==> config.mk <==
export PLATFORM = sky130hd
export DESIGN_NAME = imm_decode_stage
export DESIGN_NICKNAME = d
export VERILOG_FILES = /design/src/rtl/imm_decode_stage.sv
export SDC_FILE = /design/constraint.sdc
export NUM_CORES = 1
export LEC_CHECK = 0
export CAP_MARGIN = 40
export CORE_AREA = 2 2 182 184
export DETAILED_ROUTE_END_ITERATION = 10
export DIE_AREA = 0 0 184 186
export PLACE_DENSITY = 0.59
export SLEW_MARGIN = 20
export SYNTH_ARGS = -nofsm -noshare
export SYNTH_HDL_FRONTEND = slang
export SYNTH_SLANG_ARGS = --single-unit
==> constraint.sdc <==
create_clock -name clk -period 3.02 [get_ports clk]
set_input_delay 0.453 -clock clk [delete_from_list [all_inputs] [get_ports clk]]
set_output_delay 0.453 -clock clk [all_outputs]
set_load 0.03 [all_outputs]
==> src/rtl/imm_decode_stage.sv <==
// Immediate-generation stage between fetch and execute: decodes and sign-extends the
// RV32I immediate, computes pc+imm, and buffers up to two entries behind a valid/ready handshake.
module imm_decode_stage #(
   parameter int XLEN       = 32,
   parameter bit ZEXT_ULOAD = 1'b0
) (
   input  logic            clk,
   input  logic            rst_n,
   input  logic            in_valid,
   output logic            in_ready,
   input  logic [31:0]     in_instr,
   input  logic [XLEN-1:0] in_pc,
   input  logic            flush,
   output logic            out_valid,
   input  logic            out_ready,
   output logic [XLEN-1:0] out_imm,
   output logic [2:0]      out_fmt,
   output logic [XLEN-1:0] out_target,
   output logic [XLEN-1:0] out_pc,
   output logic [31:0]     out_instr
);

   typedef enum logic [2:0] {
      FMT_NONE = 3'd0,
      FMT_I    = 3'd1,
      FMT_S    = 3'd2,
      FMT_B    = 3'd3,
      FMT_U    = 3'd4,
      FMT_J    = 3'd5
   } fmt_e;

   typedef struct packed {
      logic [31:0]     instr;
      logic [XLEN-1:0] pc;
      logic [XLEN-1:0] imm;
      logic [XLEN-1:0] target;
      fmt_e            fmt;
   } entry_t;

   localparam logic [6:0] OP_IMM    = 7'b0010011;
   localparam logic [6:0] OP_LOAD   = 7'b0000011;
   localparam logic [6:0] OP_JALR   = 7'b1100111;
   localparam logic [6:0] OP_STORE  = 7'b0100011;
   localparam logic [6:0] OP_BRANCH = 7'b1100011;
   localparam logic [6:0] OP_LUI    = 7'b0110111;
   localparam logic [6:0] OP_AUIPC  = 7'b0010111;
   localparam logic [6:0] OP_JAL    = 7'b1101111;

   entry_t          dec;
   entry_t          m_q;
   entry_t          k_q;
   logic            m_valid;
   logic            k_valid;
   logic [6:0]      opcode;
   logic [2:0]      funct3;
   logic            uload;
   logic [XLEN-1:0] imm;

   assign opcode = in_instr[6:0];
   assign funct3 = in_instr[14:12];
   assign uload  = ZEXT_ULOAD && (opcode == OP_LOAD) &&
                   (funct3 == 3'b100 || funct3 == 3'b101);

   // NOTE: every variable written here gets a default first, so no path leaves it unassigned and no latch is inferred.
   always_comb begin
      imm = '0;
      dec = '0;
      dec.fmt = FMT_NONE;
      case (opcode)
         OP_IMM, OP_LOAD, OP_JALR: begin
            dec.fmt = FMT_I;
            imm = uload ? XLEN'(in_instr[31:20]) : XLEN'($signed(in_instr[31:20]));
         end
         OP_STORE: begin
            dec.fmt = FMT_S;
            imm = XLEN'($signed({in_instr[31:25], in_instr[11:7]}));
         end
         OP_BRANCH: begin
            dec.fmt = FMT_B;
            imm = XLEN'($signed({in_instr[31], in_instr[7], in_instr[30:25],
                                 in_instr[11:8], 1'b0}));
         end
         OP_LUI, OP_AUIPC: begin
            dec.fmt = FMT_U;
            imm = XLEN'($signed({in_instr[31:12], 12'b0}));
         end
         OP_JAL: begin
            dec.fmt = FMT_J;
            imm = XLEN'($signed({in_instr[31], in_instr[19:12], in_instr[20],
                                 in_instr[30:21], 1'b0}));
         end
         default: begin
            dec.fmt = FMT_NONE;
            imm = '0;
         end
      endcase
      dec.instr  = in_instr;
      dec.pc     = in_pc;
      dec.imm    = imm;
      dec.target = in_pc + imm;
   end

   // M is the presented entry, K the skid entry that catches one word while downstream stalls.
   // NOTE: the data registers are reset too, because the outputs must read zero out of reset;
   // sequential state is assigned with <= only so every register samples pre-edge values.
   always_ff @(posedge clk or negedge rst_n) begin
      if (!rst_n) begin
         m_valid <= 1'b0;
         k_valid <= 1'b0;
         m_q     <= '0;
         k_q     <= '0;
      end else if (flush) begin
         m_valid <= 1'b0;
         k_valid <= 1'b0;
      end else if (k_valid) begin
         if (out_ready) begin
            m_q     <= k_q;
            k_valid <= 1'b0;
         end
      end else if (m_valid) begin
         if (out_ready) begin
            if (in_valid) m_q <= dec;
            else          m_valid <= 1'b0;
         end else if (in_valid) begin
            k_q     <= dec;
            k_valid <= 1'b1;
         end
      end else if (in_valid) begin
         m_q     <= dec;
         m_valid <= 1'b1;
      end
   end

   assign in_ready   = !k_valid;
   assign out_valid  = m_valid;
   assign out_imm    = m_q.imm;
   assign out_fmt    = m_q.fmt;
   assign out_target = m_q.target;
   assign out_pc     = m_q.pc;
   assign out_instr  = m_q.instr;

endmodule

Yosys cells after proc, flatten, opt, wreduce, memory -nomap -nowiden
Index checks and enable logic that the tools add are counted.

storage, ports and cells
  memory bits (read-only) = 0
  output and inout port bits = 133
  latch bits = 0
  memory bits (writable) = 0
  memories = 0
  flip-flop bits (word level) = 264
  word-level logic and storage cells = 49
  bits of input ports = 69

cells by class
  shift operators = 0
  $lt $le $gt $ge = 0
  reduce and logical (&&, ||, !) cells = 5
  multiply operators = 0
  add/sub/neg operators = 1
  bitwise operators = 3
  divide/modulo/power cells = 0
  mux-type cells = 17
  equal/unequal tests = 11

operator list
  kind                                                                   number
  131-bit two-way mux                                                    5
  32-bit one-hot mux with 5 select lines                                 1
  32-bit adder                                                           1
  7-bit equality test, second input constant                             3
  3-bit one-hot mux with 5 select lines                                  1
  7-bit by 5-bit equality test with 1-bit output, second input constant  2
  7-bit by 6-bit equality test with 1-bit output, second input constant  2
  1-bit two-way mux                                                      10
  7-bit by 2-bit equality test with 1-bit output, second input constant  1
  2-bit inequality test, second input constant                           3
  5-bit AND reduction                                                    1
  1-bit NOT                                                              3
  3-bit AND reduction                                                    1
  3-bit OR reduction                                                     1
  2-bit OR reduction                                                     1
  1-bit logical NOT                                                      1

Logic depth before layout (Yosys ltp)
Gate-level depths: netlist of run 1.

  depth after elaboration = 8
  depth in mapped cells = 16
  gate-level depth less buffers = 15

Least setup slack after synthesis of run 1
OpenSTA, ideal clock, no wires.

  kind = in2reg
  from = input port in_instr[1]
  to = register m_q, in the netlist out_target[29]
  stages on the path = 14
  path buffers = 0
  slack = -0.547 ns
  required time = 2.893 ns
  library setup time = 0.127 ns
  arrival time = 3.440 ns
  cell sequence = and2_0 -> nor4b_2 -> o21bai_1 -> a21oi_1 -> inv_1 -> ha_1 -> a21o_1 -> a21o_1 -> a211oi_2 -> a21oi_1 -> a221o_2 -> a311o_2 -> mux2i_1 -> nand3_1

RTL lines
  item                    RTL line  text
  start: declaration      11        input logic [31:0] in_instr,
  end signal: assignment  117       m_q <= k_q;
  end: declaration        50        entry_t m_q;

==> metrics, run 1 <==
clock root buffer=clkbuf_16; Worst EP arrival=3490 ps; worst skew pair latency=560 ps; #FFs+latches synth=264; minimum clock period=3070 ps; number of global-route vias before repair=10200; Mapped Area=0.0127 mm2; nets=1683; GRT Total Usage=0.221; final instance area=0.0183 mm2; Initial DRT Pass Iterations=5; Clock Skew=26.7 ps; Area growth syn-to-layout=43.8%; hold slack=131 ps; Critical Path Start Type=input port; Max-slew headroom=0.442; Critical path origin=in_instr[4]; Post-synth EDFFs=0; Final WS setup=-53.0 ps; max layer used=met4; pwr dens=573 mW/mm2; R2R setup slack=1040 ps; vias=10300; DP Wirelength=26600 um; Async S/R FF share, synth=1.00; Synthesized Nets=1327; CP max FO=4; Die W=184 um; Layout fillers=2804; maximum VDD drop=395 uV; H-Tree Depth=1; core footprint=0.0322 mm2; failing checks=setup timing; Worst Path Class, Setup=input port to register; CTS tree=done; initial antenna violation count=1; Starting Density=0.396; Port Buf Inserts=201; Routed WL=37600 um; Final Slew Violations=0; wire length per cell=18.7 um; die outline area=0.0342 mm2; FF+latch area=0.00661 mm2; Post-Synthesis Cells=1226; crit path to=out_target[29]; CTS max path bufs=3; fmax=325 MHz; Ys Warns=0; Synth cell types=53; I/O pin count=202; fraction of layout cells with a size suffix above 1=0.284; Worst Setup End Kind=register; Main synth FF type=dfrtp_1; final antenna-violating net count=0; R2R cell count=4; DRC=0; transition time at the pin with the least slew margin=837 ps; TNS Setup=-114 ps; fin crit share=1.02; CTS clk-pin slew, worst paths=60 ps; Crit Reg-Reg Endpoint=k_q[81]; Congestion Overflow GR=0; Worst Hold Class=input port to register; Vert. Die Dim=186 um; RSZ-0062 raised after global routing=yes; Area after DPL=0.0165 mm2; post-synthesis sequential area ratio=0.518; pin count of the biggest net entering global routing=135; Final setup viols=5; Syn Area/Cell=10.4 um2; FF-to-FF Start=k_valid; Via-to-Cell Ratio=5.13; Worst EP required=3440 ps; met1 WL=17600 um; met3 wire length=1440 um; Multi-input gate area=0.00651 mm2; first-pass GRT wire length=58700 um; status=complete, but fails checks; Routed met2 length=17700 um; post-layout util=0.569; GP Congestion=0.863; Initial DRC Count=642; Core Rows=66; Max Cap Violations=0; LEAKAGE=8.41 nW; final hold viol count=0; CTS buffer count=28; clk sinks=264
==> worst min-delay path by stage <==
stage | start | to | cells after the start
6_report | in_instr[0] | k_q[99] | 2
4_1_cts | in_instr[0] | k_q[99] | 2
3_3_place_gp | k_q[26] | k_q[26] | 2
2_1_floorplan | rst_n | k_q[0] | 0
3_5_place_dp | k_q[29] | k_q[29] | 2
5_1_grt | in_instr[0] | k_q[99] | 2
==> synthesized netlist by cell type (all sizes together) (2+ instances only) <==
library cell / number / share of area
o21a: 16 / 0.0094
nand4: 7 / 0.0034
o211ai: 8 / 0.0047
mux2i: 92 / 0.072
xnor2: 19 / 0.013
o31a: 2 / 0.0014
o21ai: 177 / 0.070
and3: 10 / 0.0049
dfrtp: 264 / 0.52
a21o: 22 / 0.013
nand3: 16 / 0.0063
or3b: 2 / 0.0014
a31oi: 6 / 0.0029
a21oi: 60 / 0.024
a22o: 4 / 0.0027
mux2: 95 / 0.084
o21bai: 5 / 0.0029
ha: 31 / 0.030
a41oi: 2 / 0.0014
nand2: 185 / 0.054
nor2: 47 / 0.014
a2bb2oi: 2 / 0.0014
xor2: 10 / 0.0069
clkbuf: 51 / 0.015
and2: 13 / 0.0064
a211oi: 7 / 0.0045
inv: 22 / 0.0065
nand2b: 4 / 0.0020
nor3: 9 / 0.0035
buf: 19 / 0.0066
nor2b: 3 / 0.0015
==> timing repair <==
| action | in CTS | in global routing |
|---|---|---|
| setup endpoints to repair | 47 | 39 |
| buffers inserted | 12 | 17 |
| hold endpoints to repair | 72 | 0 |
| hold buffers | 1 | 0 |
| pin swaps | 27 | 61 |
| resized for setup | 77 | 96 |
==> registers in the layout, summed over array words and instances (netlist names) <==
register and flops:
k_q 131, out_instr 32, k_valid 1, out_pc 32
out_valid 1, out_imm 32, out_fmt 3, out_target 32
==> where the power goes <==
| part | switching (mW) | internal, mW | total, mW |
|---|---|---|---|
| sequential | 0.317 | 4.13 | 4.45 |
| clock | 1.43 | 2.24 | 3.67 |
| combinational | 1.29 | 1.10 | 2.39 |
| total | 3.04 | 7.47 | 10.5 |
==> worst max-delay path, cell delays in order <==
cell and delay [ps]:
buf_8 100, nor2b_4 100, nand4_1 260, buf_4 240, o21bai_4 190, buf_6 130
a21oi_4 50, inv_2 70, ha_4 190, a21o_1 200, a21o_1 170, a211oi_2 230
a21oi_2 90, a221o_2 380, a311o_2 410, mux2i_1 150, nand3_1 80
==> logic make-up (layout without fill, tap and decap cells) <==
family	Yosys count	in the layout	share of synthesized area
buffers and inverters	92	469	0.0281
AOI/OAI and AO/OA	319	319	0.143
DFF	264	264	0.518
muxes	187	187	0.156
xor gates and xnor gates	29	29	0.0199
and+or+nand+nor	303	303	0.102
adders and majority gates	32	32	0.0320
other	0	1	0
==> placed cells by master (no fill, tap or decap), drive strengths merged, types with 3 or more instances in the layout <==
master,count
nand3,16
mux2i,92
o211ai,8
a31oi,6
bufinv,4
nor3,9
o21bai,5
ha,31
a22o,4
and3,10
xor2,10
nand2b,4
nor2b,3
o21a,16
a211oi,7
mux2,95
a21oi,60
buf,202
xnor2,19
clkdlybuf4s50,192
inv,22
and2,13
clkbuf,43
nor2,47
a21o,22
nand2,185
nand4,7
o21ai,177
clkinv,5
dfrtp,264
==> cell type report <==
| class | count | share of cell area |
|---|---|---|
| Multi-Input combinational cell | 870 | 0.356 |
| Clock inverter | 9 | 0.00854 |
| Clock buffer | 42 | 0.0455 |
| Timing Repair Buffer | 396 | 0.197 |
| Tap cell | 408 | 0.0279 |
| Inverter | 22 | 0.00451 |
| Sequential cell | 264 | 0.361 |
| Antenna cell | 1 | 0.000137 |
==> routing by layer <==
| metal | vias to the layer above | GRT usage |
|---|---|---|
| li1 | 5018 | - |
| met1 | 5044 | 0.312 |
| met2 | 215 | 0.362 |
| met3 | 53 | 0.0266 |
| met4 | 0 | 0.0550 |
| met5 | - | 0 |
==> per-stage QoR <==
| stage | instances | power (mW) | worst slack, ps |
|---|---|---|---|
| floorplan | 1226 | 5.71 | -283 |
| global placement | 1933 | 6.77 | -1000 |
| detailed placement | 1933 | 6.83 | -1070 |
| CTS | 1997 | 10.6 | 2.13 |
| global route | 2012 | 11.0 | -137 |
| finish | 2012 | 10.5 | -53.0 |
No activity file was read; power rests on OpenSTA's default activity.
==> inputs of run 2 (changes only) <==
--- a/config.mk
+++ b/config.mk
@@ -7,9 +7,11 @@
 export LEC_CHECK = 0
 export CAP_MARGIN = 40
 export CORE_AREA = 2 2 182 184
+export CTS_CLUSTER_SIZE = 30
 export DETAILED_ROUTE_END_ITERATION = 10
 export DIE_AREA = 0 0 184 186
 export PLACE_DENSITY = 0.59
+export SKIP_CTS_REPAIR_TIMING = 1
 export SLEW_MARGIN = 20
 export SYNTH_ARGS = -nofsm -noshare
 export SYNTH_HDL_FRONTEND = slang
==> constraint.sdc (replaced) <==
create_clock -name clk -period 3.6 [get_ports clk]
set_input_delay 0.54 -clock clk [delete_from_list [all_inputs] [get_ports clk]]
set_output_delay 0.54 -clock clk [all_outputs]
set_load 0.03 [all_outputs]
==> run 2 against run 1 <==
The run ends with hold timing left. Global-route usage down 0.86 points. Clock skew down 10 ps. Final cell count down 1.8%. Largest power group unchanged. Worst setup slack better by 190 ps. Sequential cell count unchanged. Die area unchanged.
==> metrics, run 2 (same netlist as run 1, synthesis figures left out) <==
status=complete, but fails checks (unchanged); failing checks=hold timing (was setup timing); final instance area=0.0176 mm2 (was 0.0183 mm2); number of flip-flops under the largest register name=131 (unchanged); worst skew pair latency=560 ps (about the same); fraction of layout cells with a size suffix above 1=0.224 (was 0.284); FF-to-FF Start=k_valid (unchanged); Congestion Overflow GR=0 (unchanged); pwr dens=496 mW/mm2 (was 573 mW/mm2); Via-to-Cell Ratio=5.14 (was 5.13); Pwr Total=8.70 mW (was 10.5 mW); Final Slew Violations=0 (unchanged); vias=10200 (was 10300); Area after DPL=0.0163 mm2 (was 0.0165 mm2); CTS buffer count=29 (was 28); post-layout util=0.545 (was 0.569); pin count of the biggest net entering global routing=125 (was 135); leading cell type in the layout, fill and taps excluded=dfrtp_1 (unchanged); nets=1646 (was 1683); crit path to=k_q[33] (was out_target[29]); Worst Hold Class=input port to async pin (was input port to register); CTS clk-pin slew, worst paths=60 ps (about the same); Worst EP arrival=3900 ps (was 3490 ps); GRT Total Usage=0.212 (was 0.221); Final setup viols=0 (was 5); Vert. Die Dim=186 um (unchanged); number of global-route vias before repair=9926 (was 10200); Worst Setup End Kind=register (unchanged); fin crit share=0.962; hold slack=-42.8 ps (was 131 ps); minimum clock period=3460 ps; Area growth syn-to-layout=37.8% (was 43.8%); Initial DRC Count=572 (was 642); Initial DRT Pass Iterations=5 (unchanged); Critical path origin=in_instr[3] (was in_instr[4]); DRC=0 (unchanged); maximum VDD drop=405 uV (was 395 uV); initial antenna violation count=4 (was 1); GP Congestion=0.864 (was 0.863); clk sinks=264 (unchanged); transition time at the pin with the least slew margin=865 ps (was 837 ps); CTS tree=done (unchanged); Max Cap Violations=0 (unchanged); Die W=184 um (unchanged); R2R cell count=4 (unchanged); first-pass GRT wire length=56200 um (was 58700 um); CTS max path bufs=3 (unchanged); core footprint=0.0322 mm2 (unchanged); most frequent cells in the layout=263 x dfrtp_1, 194 x clkdlybuf4s50_1, 185 x nand2_1, 166 x o21ai_0, 149 x buf_4 (was 263 x dfrtp_1, 192 x clkdlybuf4s50_1, 182 x nand2_1, 177 x buf_4, 156 x o21ai_0); CP max FO=6 (was 4); LEAKAGE=8.21 nW (was 8.41 nW); Port Buf Inserts=201 (unchanged); Clock Skew=16.7 ps (was 26.7 ps); Most flops, register=k_q (unchanged); Max-slew headroom=0.423 (was 0.442); R2R setup slack=1550 ps (was 1040 ps); TNS Setup=0 ps (was -114 ps); clock root buffer=clkbuf_16 (unchanged); final antenna-violating net count=0 (unchanged); Core Rows=66 (unchanged); H-Tree Depth=1 (unchanged); fmax=289 MHz; Routed WL=36000 um (was 37600 um); Starting Density=0.396 (unchanged); Worst Path Class, Setup=input port to register (unchanged); DP Wirelength=26100 um (was 26600 um); Critical Path Start Type=input port (unchanged); wire length per cell=18.2 um (was 18.7 um); die outline area=0.0342 mm2 (unchanged); Crit Reg-Reg Endpoint=k_q[96] (was k_q[81]); Worst EP required=4030 ps (was 3440 ps); final hold viol count=17 (was 0); I/O pin count=202 (unchanged)
## run 2: power breakdown
group / leakage [nW] / switching, mW / internal (mW)
combinational: 4.36 / 1.05 / 0.877
clock: 0.491 / 1.20 / 1.84
sequential: 3.36 / 0.264 / 3.47
## run 2: worst max-delay path, cell delays in order
cell,delay (ps)
clkdlybuf4s50_1,520
nor2_4,70
and3_4,200
o21a_4,250
buf_4,160
a21oi_2,140
inv_1,100
ha_4,290
nand4_1,150
buf_4,190
nor4_4,210
o2111ai_2,190
nand3_4,170
and4_4,240
nor3_4,50
xnor2_2,150
mux2_2,260
## run 2: layer usage
layer	part of all wire	GRT usage	wire, um	up-vias
li1	-	-	-	4949
met1	0.47	0.295	17000	4927
met2	0.45	0.337	16400	217
met3	0.044	0.0317	1570	61
met4	0.030	0.0762	1070	2
met5	0.00044	0	16	-
## run 2: final cells by class
type / instances / area, um2
Clock inverter: 7 / 103
Clock buffer: 44 / 892
Sequential cell: 264 / 6610
Tap cell: 408 / 510
Antenna cell: 3 / 7.51
Timing Repair Buffer: 358 / 3300
Inverter: 22 / 82.6
Fill cell: 2889 / 14700
Multi-Input combinational cell: 870 / 6050
## run 2: metrics by stage
step                      setup slack (ps)  instances
final                                  136       1976
after global routing                 -12.1       1976
after CTS                             -496       1970
after detailed placement             -1040       1919
after global placement               -1030       1918
after floorplan                       5.45       1226
## run 2: worst min path at each step
stage,start,end,slack [ps],cells past startpoint
4_1_cts,rst_n,k_q[116],1,1
6_report,rst_n,k_q[117],-40,1
3_3_place_gp,k_q[26],k_q[26],460,2
2_1_floorplan,rst_n,k_q[0],240,0
3_5_place_dp,k_q[13],k_q[13],460,2
5_1_grt,rst_n,k_q[115],20,1
==> inputs of run 3 (changes only) <==
--- a/config.mk
+++ b/config.mk
@@ -6,11 +6,11 @@
 export NUM_CORES = 1
 export LEC_CHECK = 0
 export CAP_MARGIN = 40
-export CORE_AREA = 2 2 182 184
+export CORE_AREA = 2 2 166 168
 export CTS_CLUSTER_SIZE = 30
 export DETAILED_ROUTE_END_ITERATION = 10
-export DIE_AREA = 0 0 184 186
-export PLACE_DENSITY = 0.59
+export DIE_AREA = 0 0 168 170
+export PLACE_DENSITY = 0.68
 export SKIP_CTS_REPAIR_TIMING = 1
 export SLEW_MARGIN = 20
 export SYNTH_ARGS = -nofsm -noshare
==> run 3 against run 2 <==
Via count up 2.0%. Critical path depth unchanged. Register-to-register slack worse by 550 ps. The run still ends with hold timing left. Utilization up 12 points. Global-route usage up 3.7 points. Worst setup slack worse by 21 ps. Clock skew up 2.2 ps. Routed wire length down 0.96%. Final cell count down 3.5%.
==> metrics, run 3 (same netlist as run 1, synthesis figures left out) <==
Initial DRC Count=660 (was 572); number of flip-flops under the largest register name=131 (unchanged); final antenna-violating net count=0 (unchanged); wire length per cell=18.7 um (was 18.2 um); final instance area=0.0176 mm2 (about the same); leading cell type in the layout, fill and taps excluded=dfrtp_1 (unchanged); GRT Total Usage=0.249 (was 0.212); H-Tree Depth=1 (unchanged); clk sinks=264 (unchanged); Area growth syn-to-layout=38.2% (was 37.8%); Vert. Die Dim=170 um (was 186 um); Max Cap Violations=0 (unchanged); Clock Skew=18.9 ps (was 16.7 ps); LEAKAGE=8.23 nW (was 8.21 nW); initial antenna violation count=2 (was 4); CP max FO=6 (unchanged); Critical Path Start Type=input port (unchanged); Worst Hold Class=input port to async pin (unchanged); clock root buffer=clkbuf_16 (unchanged); hold slack=-37.4 ps (was -42.8 ps); CTS clk-pin slew, worst paths=70 ps (was 60 ps); Worst EP required=4060 ps (was 4030 ps); worst skew pair latency=560 ps (about the same); Critical Path Max Stage Delay=480 ps (was 520 ps); Most flops, register=k_q (unchanged); Final setup viols=0 (unchanged); Layout fillers=2086 (was 2889); minimum clock period=3480 ps (was 3460 ps); transition time at the pin with the least slew margin=827 ps (was 865 ps); fin crit share=0.968 (was 0.962); Starting Density=0.478 (was 0.396); Via-to-Cell Ratio=5.43 (was 5.14); Worst EP arrival=3940 ps (was 3900 ps); Core Rows=60 (was 66); CTS tree=done (unchanged); Critical path origin=in_instr[3] (unchanged); failing checks=hold timing (unchanged); DRC=0 (unchanged); Die W=168 um (was 184 um); CP top delay family=simple AND/OR/NAND/NOR gates (unchanged); vias=10400 (was 10200); nets=1643 (was 1646); maximum VDD drop=325 uV (was 405 uV); Max-slew headroom=0.449 (was 0.423); status=complete, but fails checks (unchanged); CTS max path bufs=3 (unchanged); Worst Setup End Kind=register (unchanged); die outline area=0.0286 mm2 (was 0.0342 mm2); Port Buf Inserts=201 (unchanged); first-pass GRT wire length=56600 um (was 56200 um); fraction of layout cells with a size suffix above 1=0.233 (was 0.224); Cells after DPL=1845 (was 1919); GP Congestion=0.882 (was 0.864); Final Slew Violations=0 (unchanged); CTS buffer count=29 (unchanged); pin count of the biggest net entering global routing=152 (was 125); Initial DRT Pass Iterations=5 (unchanged); DP Wirelength=25100 um (was 26100 um); Congestion Overflow GR=0 (unchanged); number of global-route vias before repair=10200 (was 9926); FF-to-FF Start=k_valid (unchanged); fmax=287 MHz (was 289 MHz); pwr dens=505 mW/mm2 (was 496 mW/mm2); I/O pin count=202 (unchanged); most frequent cells in the layout=263 x dfrtp_1, 194 x clkdlybuf4s50_1, 184 x nand2_1, 165 x o21ai_0, 147 x buf_4 (was 263 x dfrtp_1, 194 x clkdlybuf4s50_1, 185 x nand2_1, 166 x o21ai_0, 149 x buf_4); Routed WL=35700 um (was 36000 um); Cell Chain, Critical Path=clkdlybuf4s50_1 -> nor2_1 -> buf_4 -> nand3_1 -> nand3_1 -> buf_4 -> and2_1 -> ha_1 -> buf_4 -> nand3_1 -> nor4_2 -> o2111ai_1 -> nand3_2 -> and4_1 -> nor3_2 -> xnor2_1 -> mux2_2 (was clkdlybuf4s50_1 -> nor2_4 -> and3_4 -> o21a_4 -> buf_4 -> a21oi_2 -> inv_1 -> ha_4 -> nand4_1 -> buf_4 -> nor4_4 -> o2111ai_2 -> nand3_4 -> and4_4 -> nor3_4 -> xnor2_2 -> mux2_2); Critical path buffers and inverters=4 (unchanged); Slowest-stage cell, CP=clkdlybuf4s50_1 (unchanged); final hold viol count=16 (was 17); Finished Layout Cells=1907 (was 1976); core footprint=0.0267 mm2 (was 0.0322 mm2); Worst Path Class, Setup=input port to register (unchanged); Area after DPL=0.0161 mm2 (was 0.0163 mm2)
run 3: cell count changes in the layout (fill, tap and decap cells not counted), moves of 3 or more:
cell / before / now
a21oi_4: 1 / 4
bufinv_16: 2 / 5
clkbuf_8: 11 / 6
ha_1: 27 / 21
ha_4: 3 / 8
run 3: routing by layer:
layer | vias up | track usage | share of wire
met2 | 234 | 0.405 | 0.47
met4 | 0 | 0.0813 | 0.031
met5 | - | 0 | 0
met1 | 5104 | 0.350 | 0.46
li1 | 4961 | - | -
met3 | 63 | 0.0293 | 0.043
run 3: worst paths after layout:
check / end / slack [ps] / cells past startpoint
setup / recovery: k_q[33] / 120 / 17
hold / removal: k_q[116] / -40 / 1
setup reg to reg: k_q[63] / 1000 / 4
hold reg to reg: out_pc[7] / 480 / 2
max in group asynchronous: out_target[9] / 2570 / 2
min in group clk: k_q[99] / 280 / 2
run 3: per-stage QoR:
stage	util	TNS, ps	worst slack (ps)	power [mW]
4_1_cts	0.644	-4600	-305	8.93
3_5_place_dp	0.604	-28780	-895	5.69
2_1_floorplan	-	0	5.45	4.78
5_1_grt	0.661	-73.6	-28.7	9.28
3_3_place_gp	0.604	-22050	-713	5.64
6_report	0.661	0	116	8.90
run 3: cell type report:
class	count	area, um2	area share
multi-input cells	870	6160	0.350
well taps	341	427	0.0242
clock inverters	14	228	0.0129
clock buffers	39	823	0.0468
repair buffers	355	3280	0.186
diodes	2	5.00	0.000284
flip-flops and latches	264	6610	0.375
inverters	22	82.6	0.00469
run 3: power by group:
group	switching (mW)	internal, mW
combinational	1.06	0.878
clock	1.25	1.97
sequential	0.268	3.47
total	2.58	6.32
==> RTL edit 1 (config.mk and constraints of run 3) <==
Set the parameter `ZEXT_ULOAD` to 1'b1 (it was 1'b0).
--- a/src/rtl/imm_decode_stage.sv
+++ b/src/rtl/imm_decode_stage.sv
@@ -2,7 +2,7 @@
 // RV32I immediate, computes pc+imm, and buffers up to two entries behind a valid/ready handshake.
 module imm_decode_stage #(
    parameter int XLEN       = 32,
-   parameter bit ZEXT_ULOAD = 1'b0
+   parameter bit ZEXT_ULOAD = 1'b1
 ) (
    input  logic            clk,
    input  logic            rst_n,
Function: not settled (the Yosys comparison gave no result); the edit may change what the design does.
==> RTL edit 1 against run 3 <==
The flow still finishes with violations (hold timing). Die area is the same. Fmax grew 1.0%. Via count grew 8.8%. Clock skew shrank 0.0090 ns. Core utilization grew 0.28 points. Setup slack gained 0.036 ns. Cell area grew 0.42%. Area after synthesis grew 0.14%. Wire length grew 4.2%. Sequential cell count is the same. Non-clock buffer count grew 9. Power shrank 2.8%. Highest routed layer unchanged. Critical endpoint is now out_target[31]$_DFFE_PN0P_.
==> RTL edit 1: results (changes against run 3) <==
- Leakage: 8.45 nW (+2.7%)
- GRT met3 Usage: 5.16% (+2.2 points)
- Worst hold slack: -0.0126 ns (+0.0248 ns)
- Metal2 WL: 16900 um (+0.88%)
- Data arrival time of the critical path: 3.86 ns (-0.08 ns)
- Metal3 WL: 2500 um (+63%)
- Highest metal used: met4
- Most instantiated cells after synthesis: 441 x nand2_1, 264 x dfrtp_1, 178 x o21ai_0, 99 x a21oi_1, 75 x clkbuf_1
- Largest net degree at the start of global routing: 144 (-5.3%)
- Sum Neg Setup Slack: 0 ns (unchanged)
- Filler cells: 2148 (+3.0%)
- Synth Net Count: 1547 (+17%)
- Synth Warn #: 0 (unchanged)
- Met2 Usage GRT: 40.2% (-0.34 points)
- Total wire length: 37200 um (+4.2%)
- Clock Latency Late Sink: 0.54 ns (-0.02 ns)
- Fin nets: 1854 (+13%)
- Status: complete, but fails checks
- Relative slew slack: 44.4% (-0.49 points)
- CTS Buf Count: 29 (unchanged)
- Share of layout cells above drive strength 1: 16.5% (-6.9 points)
- Via count: 11300 (+8.8%)
- Wire length of the first global-routing pass: 58600 um (+3.5%)
- Port Buffers: 201 (unchanged)
- Synth async-reset ratio: 100% (unchanged)
- Hold crit path type: in2async
- Hpwl dp: 25900 um (+3.0%)
- CTS H-tree lvls: 1 (unchanged)
- Post-synthesis sequential area ratio: 51.8% (-0.071 points)
- Synth cell types: 50 (-5.7%)
- Pint: 6.07 mW (-4.0%)
- Initial DRT Pass Iterations: 5 (unchanged)
- Largest register by flop count: k_q
- Placed inst area: 0.0163 mm^2 (+1.0%)
- Max FO, Critical Path: 7 (+1)
- Final Skew: 0.00989 ns (-0.00900 ns)
- Antenna violations before repair: 0 (-2)
- Fin. Hold Viols: 13 (-3)
- Clk slew on worst S/H paths: 0.06 ns
- Max VDD drop: 408 uV (+25%)
- Area contributors post-synth: dfrtp_1 52%, nand2_1 13%, o21ai_0 7.0%
- M1 WL: 16900 um (+3.7%)
- Number of diodes: 0 (-2)
- Largest register FFs: 131 (unchanged)
- Met1 usage: 36.5% (+1.4 points)
- CTS max path bufs: 3 (unchanged)
- Overall Global Routing Usage: 25.6% (+0.70 points)
- Gpl congestion: 0.879 (-0.37%)
- CTS root buf: clkbuf_16
- Logic pwr share: 22.1% (+0.4 points)
- Failing checks: hold timing
- DR iter-0 viols: 729 (+10%)
## RTL edit 1: cell count changes after synthesis, moves of 6 or more
cell / delta
and2_1: -11
nand2_1: +256
mux2_2: -94
o31ai_1: +7
mux2i_1: -21
a21o_1: -6
nor2_1: +20
inv_1: +15
o21ai_0: +8
clkbuf_1: +24
a31oi_1: +6
a21oi_1: +39
nand3_1: -12
## RTL edit 1: logic make-up (layout without fill, tap and decap cells)
family / count (synthesis) / in the layout / share of synthesized area [%]
xor+xnor: 30 / 30 / 2.06
buf+inv: 126 / 454 / 3.75
simple gates: 558 / 558 / 17.4
mux: 72 / 72 / 5.66
flops: 264 / 264 / 51.8
compound gates: 364 / 365 / 16.2
fa+ha+maj: 32 / 32 / 3.20
## RTL edit 1: final cells by class
cell class | instances | share of cell area (%)
sequential | 264 | 37.4
clock inverter | 10 | 0.757
timing repair buffer | 364 | 19.3
inverter | 37 | 0.785
multi-input combinational | 1057 | 34.6
clock buffer | 43 | 4.74
tap | 341 | 2.41
## RTL edit 1: worst max-delay path: stages
cell and delay [ns]:
dlymetal6s2s_1 0.30, nor2_2 0.11, and3_1 0.25, a31o_2 0.32
a21oi_2 0.22, inv_2 0.08, ha_4 0.28, nand4_1 0.17
or4_4 0.47, o22ai_4 0.18, o221ai_4 0.17, nor4b_1 0.16
a211o_1 0.29, a221o_1 0.33
## RTL edit 1: final timing paths
check | cells after the start | slack, ns | end | startpoint
max reg2reg | 4 | 1.26 | k_q[50]$_DFFE_PN0P_ | k_valid$_DFF_PN0_
max in group asynchronous | 2 | 2.79 | k_valid$_DFF_PN0_ | rst_n
min | 1 | -0.01 | out_instr[15]$_DFFE_PN0P_ | rst_n
min in group clk | 3 | 0.28 | k_q[99]$_DFFE_PN0P_ | in_instr[0]
max | 14 | 0.15 | out_target[31]$_DFFE_PN0P_ | in_instr[6]
min reg2reg | 2 | 0.47 | k_q[107]$_DFFE_PN0P_ | k_q[107]$_DFFE_PN0P_
## RTL edit 1: per-stage QoR
stage / instances / worst slack, ns / hold slack [ns] / utilization, % / power (mW)
2_1_floorplan: 1446 / -0.0344 / 0.244 / - / 4.71
3_3_place_gp: 2054 / -0.857 / 0.453 / 61.1 / 5.59
3_5_place_dp: 2054 / -0.981 / 0.462 / 61.1 / 5.63
4_1_cts: 2107 / -0.435 / 0.0181 / 64.7 / 8.68
5_1_grt: 2116 / 0.00898 / 0.0343 / 66.4 / 9.05
6_report: 2116 / 0.152 / -0.0126 / 66.4 / 8.64
## RTL edit 1: power by group through the flow
stage	registers (mW)	logic (mW)	clock network, mW
final	3.70	1.91	3.03
after global routing	3.76	2.08	3.21
after CTS	3.70	1.89	3.09
after detailed placement	3.75	1.88	0
after global placement	3.74	1.85	0
after floorplan	4.10	0.607	0
==> RTL edit 2 (settings of run 3) <==
Without the edit above. Reset style: synchronous (`rst_n`), changed in one clocked block.
--- a/src/rtl/imm_decode_stage.sv
+++ b/src/rtl/imm_decode_stage.sv
@@ -103,7 +103,7 @@
    // M is the presented entry, K the skid entry that catches one word while downstream stalls.
    // NOTE: the data registers are reset too, because the outputs must read zero out of reset;
    // sequential state is assigned with <= only so every register samples pre-edge values.
-   always_ff @(posedge clk or negedge rst_n) begin
+   always_ff @(posedge clk) begin
       if (!rst_n) begin
          m_valid <= 1'b0;
          k_valid <= 1'b0;
Function: changed (Yosys sat finds a counterexample within 4 cycles, from zero or initial values and one cycle with rst_n low; the reset may be asserted at any time).
==> RTL edit 2 against run 3 <==
Cell area fell by 1.3%. Setup slack improved by 0.096 ns. Wire length rose by 5.6%. Area after synthesis rose by 0.66%. Non-clock buffer count rose by 17. Fmax rose by 2.8%. Synthesized cell count rose by 25%. Sequential cell count did not move. Power fell by 21%. Core utilization fell by 0.88 points. Critical path type unchanged. Critical endpoint is now out_target[31]$_SDFFE_PN0P_. Largest cell class is now multi-input combinational cells.
==> RTL edit 2: results (changes against run 3) <==
- Number of diodes: 0 (-2)
- Synth async-reset ratio: 0% (-100 points)
- Overall Global Routing Usage: 25.7% (+0.76 points)
- Placed inst area: 0.0162 mm^2 (+0.46%)
- Worst Reg-to-Reg Cells: 5 (+1)
- DR iter-0 viols: 856 (+30%)
- Period utilization: 94.1% (-2.7 points)
- Max VDD drop: 343 uV (+5.6%)
- Wire length of the first global-routing pass: 59500 um (+5.1%)
- Antenna violations before repair: 0 (-2)
- Met2 Usage GRT: 41.5% (+0.93 points)
- R2R Setup Slk: 1.57 ns (+0.57 ns)
- Leakage: 7.85 nW (-4.6%)
- Multiplexer share of the synthesized area: 5.23% (-10 points)
- GRT met3 Usage: 4.51% (+1.6 points)
- Post-Synth Adder-Cell Area: 3.18% (-0.021 points)
- Post-Synth XOR/XNOR Area: 2.05% (+0.055 points)
- Gpl congestion: 0.891 (+1.0%)
- Share of layout cells above drive strength 1: 15.7% (-7.6 points)
- Fin nets: 1915 (+17%)
- Mapped Cells: 1534 (+25%)
- Critical Path Start: in_instr[6]
- Worst hold slack: 0.299 ns (+0.337 ns)
- CP max stage cell: or3_4
- DR vias/cell: 5.43 (about the same)
- Placed Instances: 2120 (+15%)
- Metal2 WL: 17100 um (+1.6%)
- RR Endpoint: k_q[66]$_SDFFE_PN0P_
- Final Skew: 0.0157 ns (-0.00316 ns)
- Relative slew slack: 49.4% (+4.5 points)
- Status: finished clean
- Switch Pwr: 1.84 mW (-29%)
- Hpwl dp: 26200 um (+4.2%)
- Final Non-Filler Cells: 2176 (+14%)
- DP Worst Slack: -0.953 ns (-0.0580 ns)
- Slowest stage delay, CP: 0.40 ns (-0.08 ns)
- Vias in the first global route: 11100 (+9.3%)
- Synth cell types: 59 (+11%)
- Compound-Gate Fraction of Synth Area: 26.2% (+12 points)
- Largest net degree at the start of global routing: 151 (-0.66%)
- P_comb: 1.06 mW (-45%)
- Area delta synth->final: 35.5%
- Area contributors post-synth: dfxtp_1 41%, nand2_1 12%, o211a_1 8.9%
- CP endpoint: out_target[31]$_SDFFE_PN0P_
## RTL edit 2: cell count changes in the layout (fill, tap and decap cells not counted), sizes merged, moves of 95 or more
cell,before,now
nand2,185,395
a21boi,1,100
dfxtp,0,264
mux2,95,0
dfrtp,264,0
o211a,0,114
## RTL edit 2: worst register-to-register path: stages, from the launching register on
cell,delay (ns)
dfxtp_4,0.45
or4_4,0.83
buf_4,0.32
nand2_1,0.09
o21ai_0,0.06
and2_1,0.17
## RTL edit 2: cells by family (layout without fill, tap and decap cells)
logic type / count (synthesis) / after routing
fa+ha+maj: 32 / 32
xor+xnor: 30 / 30
simple gates: 522 / 522
flops: 264 / 264
mux: 67 / 67
buf+inv: 164 / 465
compound gates: 455 / 455
## RTL edit 2: area by class of cell
type                       count  area share (%)
tap                          341            2.46
sequential                   264            30.4
multi-input combinational   1106            41.4
timing repair buffer         372            19.4
clock buffer                  48            5.28
inverter                      41           0.886
clock inverter                 4           0.137
